File: config.mk
export PLATFORM = sky130hd
export DESIGN_NAME = mips_mc_ctrl_flat
export DESIGN_NICKNAME = d
export VERILOG_FILES = /design/src/rtl/mips_mc_ctrl_if.sv /design/src/rtl/mips_mc_ctrl.sv /design/src/flat_wrapper.sv
export SDC_FILE = /design/constraint.sdc
export NUM_CORES = 1
export LEC_CHECK = 0
export BUFFER_PORTS_ARGS = -buffer_cell sky130_fd_sc_hd__clkbuf_2
export CORE_ASPECT_RATIO = 1.5
export CORE_UTILIZATION = 35
export CTS_CLUSTER_SIZE = 25
export DETAILED_ROUTE_END_ITERATION = 7
export SKIP_LAST_GASP = 1
export SYNTH_ARGS = -nofsm -noshare
export SYNTH_HDL_FRONTEND = slang
export SYNTH_SLANG_ARGS = --single-unit
File: constraint.sdc
create_clock -name clk -period 1.9 [get_ports clk]
set_clock_uncertainty 0.15 [all_clocks]
set_input_delay 0.095 -clock clk [delete_from_list [all_inputs] [get_ports clk]]
set_output_delay 0.095 -clock clk [all_outputs]
set_load 0.02 [all_outputs]
File: src/rtl/mips_mc_ctrl_if.sv
// Signal bundle between the multi-cycle MIPS controller and its datapath/memory.
// mem_req/mem_ready handshake: the controller holds mem_req with stable selects until it samples mem_ready high, and ignores mem_ready at any other time.
interface mips_mc_ctrl_if;
  logic [5:0]  op;
  logic [5:0]  funct;
  logic        zero;
  logic        mem_ready;
  logic        mem_req;
  logic        mem_read;
  logic        mem_write;
  logic        i_or_d;
  logic        ir_write;
  logic        pc_write;
  logic        reg_write;
  logic        alu_src_a;
  logic [1:0]  reg_dst;
  logic [1:0]  mem_to_reg;
  logic [1:0]  alu_src_b;
  logic [1:0]  alu_op;
  logic [1:0]  pc_source;
  logic [3:0]  state;
  logic        fault;
  logic        retire;
  logic [31:0] instr_count;

  modport master (
    input  op, funct, zero, mem_ready,
    output mem_req, mem_read, mem_write, i_or_d, ir_write, pc_write, reg_write, alu_src_a,
           reg_dst, mem_to_reg, alu_src_b, alu_op, pc_source, state, fault, retire, instr_count
  );

  modport slave (
    output op, funct, zero, mem_ready,
    input  mem_req, mem_read, mem_write, i_or_d, ir_write, pc_write, reg_write, alu_src_a,
           reg_dst, mem_to_reg, alu_src_b, alu_op, pc_source, state, fault, retire, instr_count
  );
endinterface

File: src/rtl/mips_mc_ctrl.sv
// Multi-cycle MIPS control FSM with bounded memory waits, a sticky fault state
// and a retired-instruction counter.
module mips_mc_ctrl #(
  parameter int unsigned TIMEOUT = 15
) (
  input  logic           clk,
  input  logic           rst_n,
  mips_mc_ctrl_if.master bus
);
  typedef enum logic [3:0] {
    S_FETCH  = 4'd0,  S_DECODE = 4'd1,  S_MEMADR = 4'd2,  S_MEMRD  = 4'd3,
    S_MEMWB  = 4'd4,  S_MEMWR  = 4'd5,  S_EXEC   = 4'd6,  S_ALUWB  = 4'd7,
    S_BRANCH = 4'd8,  S_JUMP   = 4'd9,  S_JAL    = 4'd10, S_JR     = 4'd11,
    S_ADDIEX = 4'd12, S_ADDIWB = 4'd13, S_FAULT  = 4'd15
  } state_e;

  localparam logic [7:0] WAIT_LAST = 8'(TIMEOUT - 1);

  state_e      state_q;
  logic [7:0]  wait_q;
  logic [31:0] count_q;
  logic        retire_c;
  logic        wait_last;

  // The access times out on the edge that would make the wait count reach TIMEOUT.
  assign wait_last = (wait_q == WAIT_LAST);

  always_ff @(posedge clk or negedge rst_n) begin
    if (!rst_n) begin
      state_q <= S_FETCH;
      wait_q  <= '0;
      count_q <= '0;
    end else begin
      wait_q <= '0;
      if (retire_c) count_q <= count_q + 32'd1;
      case (state_q)
        S_FETCH: begin
          if (bus.mem_ready)  state_q <= S_DECODE;
          else if (wait_last) state_q <= S_FAULT;
          else                wait_q  <= wait_q + 8'd1;
        end
        S_DECODE: begin
          case (bus.op)
            6'h23, 6'h2B: state_q <= S_MEMADR;
            6'h00:        state_q <= (bus.funct == 6'h08) ? S_JR : S_EXEC;
            6'h04:        state_q <= S_BRANCH;
            6'h02:        state_q <= S_JUMP;
            6'h03:        state_q <= S_JAL;
            6'h08:        state_q <= S_ADDIEX;
            default:      state_q <= S_FAULT;
          endcase
        end
        S_MEMADR: state_q <= (bus.op == 6'h23) ? S_MEMRD : S_MEMWR;
        S_MEMRD: begin
          if (bus.mem_ready)  state_q <= S_MEMWB;
          else if (wait_last) state_q <= S_FAULT;
          else                wait_q  <= wait_q + 8'd1;
        end
        S_MEMWR: begin
          if (bus.mem_ready)  state_q <= S_FETCH;
          else if (wait_last) state_q <= S_FAULT;
          else                wait_q  <= wait_q + 8'd1;
        end
        S_EXEC:   state_q <= S_ALUWB;
        S_ADDIEX: state_q <= S_ADDIWB;
        S_MEMWB, S_ALUWB, S_BRANCH, S_JUMP, S_JAL, S_JR, S_ADDIWB: state_q <= S_FETCH;
        default:  state_q <= S_FAULT;
      endcase
    end
  end

  // Outputs decode from the state register, gated so everything reads 0 while in reset.
  always_comb begin
    bus.mem_req    = 1'b0;
    bus.mem_read   = 1'b0;
    bus.mem_write  = 1'b0;
    bus.i_or_d     = 1'b0;
    bus.ir_write   = 1'b0;
    bus.pc_write   = 1'b0;
    bus.reg_write  = 1'b0;
    bus.alu_src_a  = 1'b0;
    bus.reg_dst    = 2'b00;
    bus.mem_to_reg = 2'b00;
    bus.alu_src_b  = 2'b00;
    bus.alu_op     = 2'b00;
    bus.pc_source  = 2'b00;
    bus.fault      = 1'b0;
    retire_c       = 1'b0;
    if (rst_n) begin
      case (state_q)
        S_FETCH: begin
          bus.mem_req   = 1'b1;
          bus.mem_read  = 1'b1;
          bus.alu_src_b = 2'b01;
          bus.ir_write  = bus.mem_ready;
          bus.pc_write  = bus.mem_ready;
        end
        S_DECODE: bus.alu_src_b = 2'b11;
        S_MEMADR, S_ADDIEX: begin
          bus.alu_src_a = 1'b1;
          bus.alu_src_b = 2'b10;
        end
        S_MEMRD: begin
          bus.mem_req  = 1'b1;
          bus.mem_read = 1'b1;
          bus.i_or_d   = 1'b1;
        end
        S_MEMWR: begin
          bus.mem_req   = 1'b1;
          bus.mem_write = 1'b1;
          bus.i_or_d    = 1'b1;
          retire_c      = bus.mem_ready;
        end
        S_MEMWB: begin
          bus.reg_write  = 1'b1;
          bus.mem_to_reg = 2'b01;
          retire_c       = 1'b1;
        end
        S_EXEC: begin
          bus.alu_src_a = 1'b1;
          bus.alu_op    = 2'b10;
        end
        S_ALUWB: begin
          bus.reg_write  = 1'b1;
          bus.reg_dst    = 2'b01;
          bus.mem_to_reg = (bus.funct == 6'h00) ? 2'b11 : 2'b00;
          retire_c       = 1'b1;
        end
        S_BRANCH: begin
          bus.alu_src_a = 1'b1;
          bus.alu_op    = 2'b01;
          bus.pc_source = 2'b01;
          bus.pc_write  = bus.zero;
          retire_c      = 1'b1;
        end
        S_JUMP: begin
          bus.pc_write  = 1'b1;
          bus.pc_source = 2'b10;
          retire_c      = 1'b1;
        end
        S_JAL: begin
          bus.pc_write   = 1'b1;
          bus.pc_source  = 2'b10;
          bus.reg_write  = 1'b1;
          bus.reg_dst    = 2'b10;
          bus.mem_to_reg = 2'b10;
          retire_c       = 1'b1;
        end
        S_JR: begin
          bus.pc_write  = 1'b1;
          bus.pc_source = 2'b11;
          retire_c      = 1'b1;
        end
        S_ADDIWB: begin
          bus.reg_write = 1'b1;
          retire_c      = 1'b1;
        end
        S_FAULT: bus.fault = 1'b1;
        default: ;
      endcase
    end
  end

  assign bus.retire      = retire_c;
  assign bus.state       = state_q;
  assign bus.instr_count = count_q;
endmodule

File: src/flat_wrapper.sv
// flat-port wrapper written by rule: the top's interface ports become plain ports
module mips_mc_ctrl_flat 
#(
  parameter int unsigned TIMEOUT = 15
)
  (clk, rst_n, bus_op, bus_funct, bus_zero, bus_mem_ready, bus_mem_req, bus_mem_read, bus_mem_write, bus_i_or_d, bus_ir_write, bus_pc_write, bus_reg_write, bus_alu_src_a, bus_reg_dst, bus_mem_to_reg, bus_alu_src_b, bus_alu_op, bus_pc_source, bus_state, bus_fault, bus_retire, bus_instr_count);
  mips_mc_ctrl_if bus_i ();
  input  logic clk;
  input  logic rst_n;
  input wire logic [$bits(bus_i.op)-1:0] bus_op;
  input wire logic [$bits(bus_i.funct)-1:0] bus_funct;
  input wire logic [$bits(bus_i.zero)-1:0] bus_zero;
  input wire logic [$bits(bus_i.mem_ready)-1:0] bus_mem_ready;
  output wire logic [$bits(bus_i.mem_req)-1:0] bus_mem_req;
  output wire logic [$bits(bus_i.mem_read)-1:0] bus_mem_read;
  output wire logic [$bits(bus_i.mem_write)-1:0] bus_mem_write;
  output wire logic [$bits(bus_i.i_or_d)-1:0] bus_i_or_d;
  output wire logic [$bits(bus_i.ir_write)-1:0] bus_ir_write;
  output wire logic [$bits(bus_i.pc_write)-1:0] bus_pc_write;
  output wire logic [$bits(bus_i.reg_write)-1:0] bus_reg_write;
  output wire logic [$bits(bus_i.alu_src_a)-1:0] bus_alu_src_a;
  output wire logic [$bits(bus_i.reg_dst)-1:0] bus_reg_dst;
  output wire logic [$bits(bus_i.mem_to_reg)-1:0] bus_mem_to_reg;
  output wire logic [$bits(bus_i.alu_src_b)-1:0] bus_alu_src_b;
  output wire logic [$bits(bus_i.alu_op)-1:0] bus_alu_op;
  output wire logic [$bits(bus_i.pc_source)-1:0] bus_pc_source;
  output wire logic [$bits(bus_i.state)-1:0] bus_state;
  output wire logic [$bits(bus_i.fault)-1:0] bus_fault;
  output wire logic [$bits(bus_i.retire)-1:0] bus_retire;
  output wire logic [$bits(bus_i.instr_count)-1:0] bus_instr_count;
  assign bus_i.op = bus_op;
  assign bus_i.funct = bus_funct;
  assign bus_i.zero = bus_zero;
  assign bus_i.mem_ready = bus_mem_ready;
  assign bus_mem_req = bus_i.mem_req;
  assign bus_mem_read = bus_i.mem_read;
  assign bus_mem_write = bus_i.mem_write;
  assign bus_i_or_d = bus_i.i_or_d;
  assign bus_ir_write = bus_i.ir_write;
  assign bus_pc_write = bus_i.pc_write;
  assign bus_reg_write = bus_i.reg_write;
  assign bus_alu_src_a = bus_i.alu_src_a;
  assign bus_reg_dst = bus_i.reg_dst;
  assign bus_mem_to_reg = bus_i.mem_to_reg;
  assign bus_alu_src_b = bus_i.alu_src_b;
  assign bus_alu_op = bus_i.alu_op;
  assign bus_pc_source = bus_i.pc_source;
  assign bus_state = bus_i.state;
  assign bus_fault = bus_i.fault;
  assign bus_retire = bus_i.retire;
  assign bus_instr_count = bus_i.instr_count;
  mips_mc_ctrl #(.TIMEOUT(TIMEOUT)) u_core (.clk(clk), .rst_n(rst_n), .bus(bus_i));
endmodule
# Word-level counts from Yosys, hierarchy flattened
# Cells that the tools add are included.
# op_classes
mux,42
reduce_logical,13
addsub,2
n_eq_ne,22
# op_table
operator,count
$add A32 B1 Y32 const B,1
$pmux W4 S8,1
$eq A4 B4 Y1 const B,7
$mux W8,3
$pmux W4 S6,1
$mux W4,5
$mux W1,18
$pmux W2 S3,3
$eq A4 B3 Y1 const B,4
$eq A6 B2 Y1 const B,2
$eq A6 B4 Y1 const B,2
$eq A6 B6 Y1 const B,2
$logic_not A6 Y1,2
$mux W2,6
$reduce_or A2 Y1,5
$add A8 B1 Y8 const B,1
$eq A4 B2 Y1 const B,2
$eq A8 B4 Y1 const B,1
$pmux W2 S2,2
$reduce_or A4 Y1,2
$reduce_or A7 Y1,1
$eq A6 B3 Y1 const B,1
$reduce_or A3 Y1,2
$eq A4 B1 Y1 const B,1
other kinds (4),4
# word_totals
in_bits,16
elab_cells,82
ff_bits,44

# Depth between registers and ports, before layout
# Gate-level depths: netlist of run 1.
# logic_depth
word_depth,4
mapped_depth,7
ltp_nobuf,6

# Worst setup path before layout of run 1
# OpenSTA, ideal clock, no wires.
# synth_path
kind,flip-flop to output port
startpoint,reg u_core.state_q[0] (netlist: u_core.bus.state[0])
endpoint,out bus_pc_write
path_slack_ps,-68
t_arrival_ps,1723
stages_incl_launch_ff,6
n_path_buf,2
path_cell_list,dfrtp_1 > buf_4 > clkbuf_1 > nor2_1 > a21oi_1 > a311oi_1
# synth_via
elab_chain_len,4
# synth_lines
element,line,source
"start, declared",mips_mc_ctrl.sv:19,state_e state_q;
"start signal, assigned",mips_mc_ctrl.sv:45,6'h00: state_q <= (bus.funct == 6'h08) ? S_JR : S_EXEC;
"start signal, assigned",mips_mc_ctrl.sv:53,S_MEMADR: state_q <= (bus.op == 6'h23) ? S_MEMRD : S_MEMWR;
$eq A4 B4 Y1,mips_mc_ctrl.sv:90,case (state_q)
$reduce_or A3 Y1 (no source line),n/a,
$pmux W1 S3 (*),mips_mc_ctrl.sv:90,
$mux W1 (*),mips_mc_ctrl.sv:89,if (rst_n) begin
"end, declared",flat_wrapper.sv:19,output wire logic [$bits(bus_i.pc_write)-1:0] bus_pc_write;
# Mark *: on every way between the ends. The rest lies on a longest branch, timed or not.

# Worst setup path after layout of run 1
# layout_path
startpoint,reg u_core.state_q[0] (netlist: u_core.bus.state[0])
endpoint,out bus_reg_write
# layout_via
elab_chain_len,4
# layout_lines
element,line,source
$eq A4 B3 Y1 or $eq A4 B4 Y1 (tied branches),mips_mc_ctrl.sv:90,
$reduce_or A4 Y1 (no source line) (*),n/a,
$mux W1 (*),mips_mc_ctrl.sv:90,
$mux W1 (*),mips_mc_ctrl.sv:89,
"end, declared",flat_wrapper.sv:20,output wire logic [$bits(bus_i.reg_write)-1:0] bus_reg_write;
# Marks and branches as above.

==> results of run 1 <==
## worst paths after layout
check / endpoint / slack, ns / cells past startpoint
worst max-delay path: bus_reg_write / 0.04 / 7
worst min-delay path: u_core.bus.state[3] / 0.02 / 3
worst max register to register: u_core.bus.instr_count[31] / 0.05 / 6
worst min register to register: u_core.bus.instr_count[31] / 0.33 / 1
max in group asynchronous: u_core.wait_q[6] / 0.76 / 4
min in group asynchronous: u_core.bus.state[0] / 0.18 / 3
## logic make-up (layout without fill, tap and decap cells)
kind of cell	Yosys count	count (layout)	synth area share, %
xor+xnor	40	40	13.07
mux	1	1	0.3735
buf+inv	21	120	3.361
fa+ha+maj	3	3	1.401
simple gates	155	155	32.31
compound gates	31	31	8.404
flops	44	44	41.08
## layer usage
| layer | part of all wire [%] | vias up | GRT usage [%] |
|---|---|---|---|
| li1 | - | 1209 | - |
| met1 | 42 | 1194 | 20.52 |
| met2 | 53 | 60 | 30.47 |
| met3 | 4.2 | 7 | 2.773 |
| met4 | 1.3 | 0 | 6.731 |
| met5 | 0 | - | 0 |
## power by group through the flow
stage	Sequential [uW]	Clock (uW)	Combinational (uW)
finish	1150	598	1810
global route	1170	658	1980
CTS	1150	613	1730
detailed placement	1180	0	1630
global placement	1170	0	1630
floorplan	1260	0	981
## worst register-to-register path, delay by kind of cell (launching register included)
family                    cells  cell delay [ns]
DFF                           1             0.43
and+or+nand+nor               3             0.63
buffers and inverters         1             0.16
xor gates and xnor gates      1             0.17
AOI/OAI and AO/OA             1             0.23
## cell usage after synthesis, drive strengths merged, types with 2 or more instances
cell     n
a21oi    8
a31oi    2
and2     7
and3     5
and3b    2
and4     3
and4b    2
buf      6
clkbuf   5
dfrtp   44
ha       3
inv     10
nand2   34
nand2b   7
nand3   10
nand3b   2
nand4   10
nor2    39
nor3    21
nor3b    3
nor4     3
o21a     2
o21ai    7
o41ai    2
or2      2
or3      2
xnor2   16
xor2    24
## cell usage in the layout, fill, tap and decap left out, types with 6 or more instances in the layout
cell,instances
sky130_fd_sc_hd__a21oi_1,8
sky130_fd_sc_hd__and2_1,6
sky130_fd_sc_hd__buf_4,27
sky130_fd_sc_hd__clkbuf_2,68
sky130_fd_sc_hd__clkbuf_8,7
sky130_fd_sc_hd__dfrtp_1,42
sky130_fd_sc_hd__inv_1,9
sky130_fd_sc_hd__nand2_1,33
sky130_fd_sc_hd__nand2b_1,7
sky130_fd_sc_hd__nand3_1,9
sky130_fd_sc_hd__nand4_1,7
sky130_fd_sc_hd__nor2_1,36
sky130_fd_sc_hd__nor3_1,12
sky130_fd_sc_hd__nor3_2,9
sky130_fd_sc_hd__o21ai_0,7
sky130_fd_sc_hd__xnor2_1,16
sky130_fd_sc_hd__xor2_1,24
## stage by stage
step	util [%]	instances	setup slack, ns	TNS, ns	area [um^2]
2_1_floorplan	-	295	0.0004323	0	2701
3_3_place_gp	45.06	478	0.05369	0	3299
3_5_place_dp	45.06	478	-0.02787	-0.07945	3299
4_1_cts	47.21	490	0.009805	0	3457
5_1_grt	48.80	494	-0.04967	-0.1773	3573
6_report	48.80	494	0.03621	0	3573
## flip-flops by register name, summed over array words and instances (netlist names)
register / count
u_core.bus.instr_count: 32
u_core.wait_q: 8
u_core.bus.state: 4
## final cells by class
cell class              instances  area [um^2]
fillers                       766         3749
flip-flops and latches         44         1104
repair buffers                102        630.6
multi-input cells             230         1587
inverters                      10        37.54
well taps                     100        125.1
clock buffers                   8        90.09
## timing repair
action                     in CTS  in global routing
hold endpoints to repair        9                  0
setup endpoints to repair      14                 32
pin swaps                       1                  5
resized for setup               6                 24
hold buffers                    2                  0
setup buffers                   3                  4
==> metrics.txt, run 1 <==
wire length of the first global-routing pass 10,830 um; CTS tree done; Synth area leaders sky130_fd_sc_hd__dfrtp_1, sky130_fd_sc_hd__xor2_1, sky130_fd_sc_hd__nor2_1; CP Cell Sequence buf_6 > nor2_2 > and2_4 > a21oi_1 > mux2i_1 > and2_1 > clkbuf_8; clk buf depth 2; Worst Hold Launch bus_op[2]; CTS H-tree depth 2; total buffers and inverters traversed by the critical path 2; switching power 1467 uW; Setup violations, final 0; Detailed Route Iter0 Violations 86; Worst-Skew Late Latency 0.29 ns; Die Outline Area 0.008019 mm^2; type of the tightest min-delay check input port to register; maximum number of pins on one net before global-route repair 37; Reg power frac 32.4%; antenna viol nets, final 0; post-detailed-route DRC marker count 0; clock buffers created by TritonCTS 5; starting density of the core 36.60%; Worst Path Max Fanout 11; number of buffer cells added on primary ports 71; DRT Wirelength 6688 um; share of power burned in the clock network 16.8%; number of global-route vias before repair 2,371; flop and latch count out of synthesis 44; maximum frequency from static timing analysis 536.5 MHz; worst hold slack across all endpoints 0.01719 ns; most frequently used flop master after synthesis sky130_fd_sc_hd__dfrtp_1; Critical R2R Launch u_core.bus.state[0]; Avg Synthesized Cell Area 9.085 um^2; Clk Tree Root Cell sky130_fd_sc_hd__clkbuf_8; Die H 109.2 um; antenna violations before repair 0; power density of the placed cells 998.4 mW/mm^2; number of warnings printed during yosys synthesis 0; Critical Path End Type output port; cell count after synthesis 295; Final min period 1.864 ns; core footprint 0.007322 mm^2; EDFF count, synth 0; antenna cells 0; transition time at the pin with the least slew margin 0.4648 ns; worst IR drop on VDD 0.6383 mV; num rows 38; Top Ports 72; proportion of layout cells with a drive suffix above 1 35.28%; FFs w/ async S/R, synth 100.0%; overall power consumption 3568 uW; startpoint type of the worst setup path register; CP required 1.65 ns; internal power consumption 2100 uW; switching power share of the total 41.12%; critical path class register to output port; Maximum Capacitance Violations 0; library cells used by synthesis 50; clock tree sinks 44; Slew headroom 69.02%; largest delay contributor family on the critical path flip-flops; net count of the finished layout 412; Post-DP HPWL 5160 um; origin of the worst setup path u_core.bus.state[0]; Final Cycle Share 98.09%; Worst path slowest cell sky130_fd_sc_hd__dfrtp_2; number of max-slew violations in the final report 0; P_leak 0.001747 uW; GR Overflow Total 0; arrival time at the worst endpoint 1.62 ns; share of Yosys cell area claimed by the top area cell type 41.08%; share of synthesized area occupied by flip-flops and latches 41.08%; nets in the synthesized netlist 314; synthesis-to-layout area growth 33.33%; routed via count 2,470; die width 73.45 um; Initial DRT Pass Iterations 4; routed length per instance 13.54 um; average via count per standard cell 5.000; setup repair after global routing missed its margin true; clock transition at the register clock pins on the worst setup and hold paths after CTS 0.08 ns; peak per-stage delay on the critical path 0.46 ns; gpl congestion 0.8313; combined area of all synthesized cells 0.002680 mm^2; final count of hold timing violations 0; run status finished, final reports clean; Overall Global Routing Usage 17.24%; library cell occupying the most area in the post-synthesis netlist sky130_fd_sc_hd__dfrtp_1; Comb power frac 50.9%
Note: power is estimated with default switching activity, not from simulation.
==> inputs of run 2 (changes only) <==
- HOLD_SLACK_MARGIN: unset -> 0.06
==> run 2 against run 1 <==
Against the previous run:
- core utilization grew 0.14 points
- clock power barely moved
- final cell count up 0.20%
- sequential share of layout area down 0.086 points
- hold slack gained 0.063 ns
- maximum frequency barely moved
- critical path depth is the same
==> metrics.txt, run 2 (same netlist as run 1, synthesis figures left out) <==
run status finished, final reports clean; met2 layer usage reported by global route 30.28%; starting density of the core 36.60%; Reg power frac 32.3%; core footprint 0.007322 mm^2; Worst Hold Launch bus_op[4]; Critical R2R Capture u_core.bus.instr_count[31]; average via count per standard cell 5.000; switching power 1467 uW; Die H 109.2 um; type of the tightest min-delay check input port to register; share of power burned in the clock network 16.8%; clock transition at the register clock pins on the worst setup and hold paths after CTS 0.08 ns; Comb power frac 50.9%; depth of the most critical reg-to-reg path 6; CP Cell Sequence buf_6 > nor2_2 > and2_4 > a21oi_1 > mux2i_1 > and2_1 > clkbuf_8; worst-case hold path end point u_core.bus.state[2]; final cell utilization of the core 48.94%; switching power share of the total 41.11%; met3 Use GR 2.773%; wire length of the first global-routing pass 10,880 um; Critical Path End Type output port; DRT Wirelength 6669 um; clk buf depth 2; number of global-route vias before repair 2,364; proportion of layout cells with a drive suffix above 1 35.19%; Final min period 1.866 ns; number of max-slew violations in the final report 0; Overall Global Routing Usage 17.30%; Clk Tree Root Cell sky130_fd_sc_hd__clkbuf_8; Final Cycle Share 98.18%; startpoint type of the worst setup path register; Post-DP HPWL 5160 um; filler instances 767; peak per-stage delay on the critical path 0.46 ns; internal power consumption 2102 uW; most common cell after layout, fill and taps aside sky130_fd_sc_hd__clkbuf_2; clock tree sinks 44; Worst path slowest cell sky130_fd_sc_hd__dfrtp_2; Min-Delay Path Depth 3; antenna cells 0; synthesis-to-layout area growth 33.71%; Initial DRT Pass Iterations 4; routed length per instance 13.47 um; met1 GRT Util 20.87%; Setup violations, final 0; Critical R2R Launch u_core.bus.state[0]; worst IR drop on VDD 0.6389 mV; number of buffer cells added on primary ports 71; max reg flops 32; Worst Path Max Fanout 11; CTS H-tree depth 2; post-detailed-route DRC marker count 0; critical path class register to output port; setup repair after global routing missed its margin true; layer with the highest usage after global routing met2; Top Ports 72; num rows 38; worst hold slack across all endpoints 0.07994 ns; Die Outline Area 0.008019 mm^2; Place WS -0.02787 ns; Slew headroom 69.13%; net count of the finished layout 413; Detailed Route Iter0 Violations 100; Worst-Skew Late Latency 0.29 ns; CP required 1.65 ns; clock buffers created by TritonCTS 5; die width 73.45 um; routed via count 2,475; arrival time at the worst endpoint 1.62 ns; maximum frequency from static timing analysis 536.0 MHz; final count of hold timing violations 0; antenna viol nets, final 0; Maximum Capacitance Violations 0; maximum number of pins on one net before global-route repair 37; GR Overflow Total 0; gpl congestion 0.8313; transition time at the pin with the least slew margin 0.4631 ns; CTS tree done; antenna violations before repair 0; post-route worst setup slack 0.03449 ns; P_leak 0.001751 uW; reg-to-reg setup timing slack 0.05 ns; power density of the placed cells 995.9 mW/mm^2; commonest non-fill, non-tap cells in the layout sky130_fd_sc_hd__clkbuf_2, sky130_fd_sc_hd__dfrtp_1, sky130_fd_sc_hd__nor2_1
==> run 2: cell types whose count changed in the layout (fill, tap and decap cells not counted) <==
| cell | previous run | this run |
|---|---|---|
| sky130_fd_sc_hd__dlygate4sd3_1 | 2 | 3 |
==> run 2: metal layers <==
layer,up-vias,wire (um)
met4,0,87
met1,1192,2807
met5,-,0
met2,63,3480
li1,1213,-
met3,7,293
==> run 2: what timing repair did <==
item,in CTS,in global routing
setup buffers,3,4
endpoints found under the setup margin,14,32
pin swaps,1,5
hold buffers,3,0
hold endpoints to repair,47,0
gates resized for setup,6,24
==> run 2: how the worst max path moves through the flow <==
stage / slack (ns) / endpoint / start
5_1_grt: -0.05 / u_core.bus.instr_count[31] / u_core.bus.state[3]
4_1_cts: 0.01 / u_core.bus.instr_count[31] / u_core.bus.state[3]
6_report: 0.03 / bus_reg_write / u_core.bus.state[0]
2_1_floorplan: 0.0004 / u_core.bus.instr_count[24] / u_core.bus.state[3]
3_3_place_gp: 0.05 / u_core.bus.instr_count[20] / u_core.bus.state[3]
3_5_place_dp: -0.03 / u_core.bus.instr_count[31] / u_core.bus.state[0]
==> run 2: layout make-up <==
cell class | count | area [um^2] | share of cell area (%)
Clock buffer | 8 | 90.09 | 2.514
Inverter | 10 | 37.54 | 1.047
Multi-Input combinational cell | 230 | 1587 | 44.27
Sequential cell | 44 | 1104 | 30.80
Tap cell | 100 | 125.1 | 3.492
Timing Repair Buffer | 103 | 640.6 | 17.88
==> run 2: critical path: cells and delay by family (launching register included) <==
kind / cells / cell delay (ns)
AOI/OAI and AO/OA: 1 / 0.04
and+or+nand+nor: 3 / 0.42
DFF: 1 / 0.46
muxes: 1 / 0.12
buffers and inverters: 2 / 0.30
==> run 2: power groups by stage <==
stage | clock, uW | combinational [uW] | sequential (uW)
final | 599 | 1820 | 1150
after global routing | 658 | 1980 | 1170
after CTS | 613 | 1730 | 1150
after detailed placement | 0 | 1630 | 1180
after global placement | 0 | 1630 | 1170
after floorplan | 0 | 981 | 1260
==> run 2: metrics by stage <==
| step | TNS (ns) | instances | area [um^2] | total power, uW |
|---|---|---|---|---|
| after CTS | 0 | 491 | 3467 | 3499 |
| after global routing | -0.1778 | 495 | 3583 | 3814 |
| after global placement | 0 | 478 | 3299 | 2800 |
| after detailed placement | -0.07945 | 478 | 3299 | 2812 |
| after floorplan | 0 | 295 | 2701 | 2242 |
| final | 0 | 495 | 3583 | 3569 |
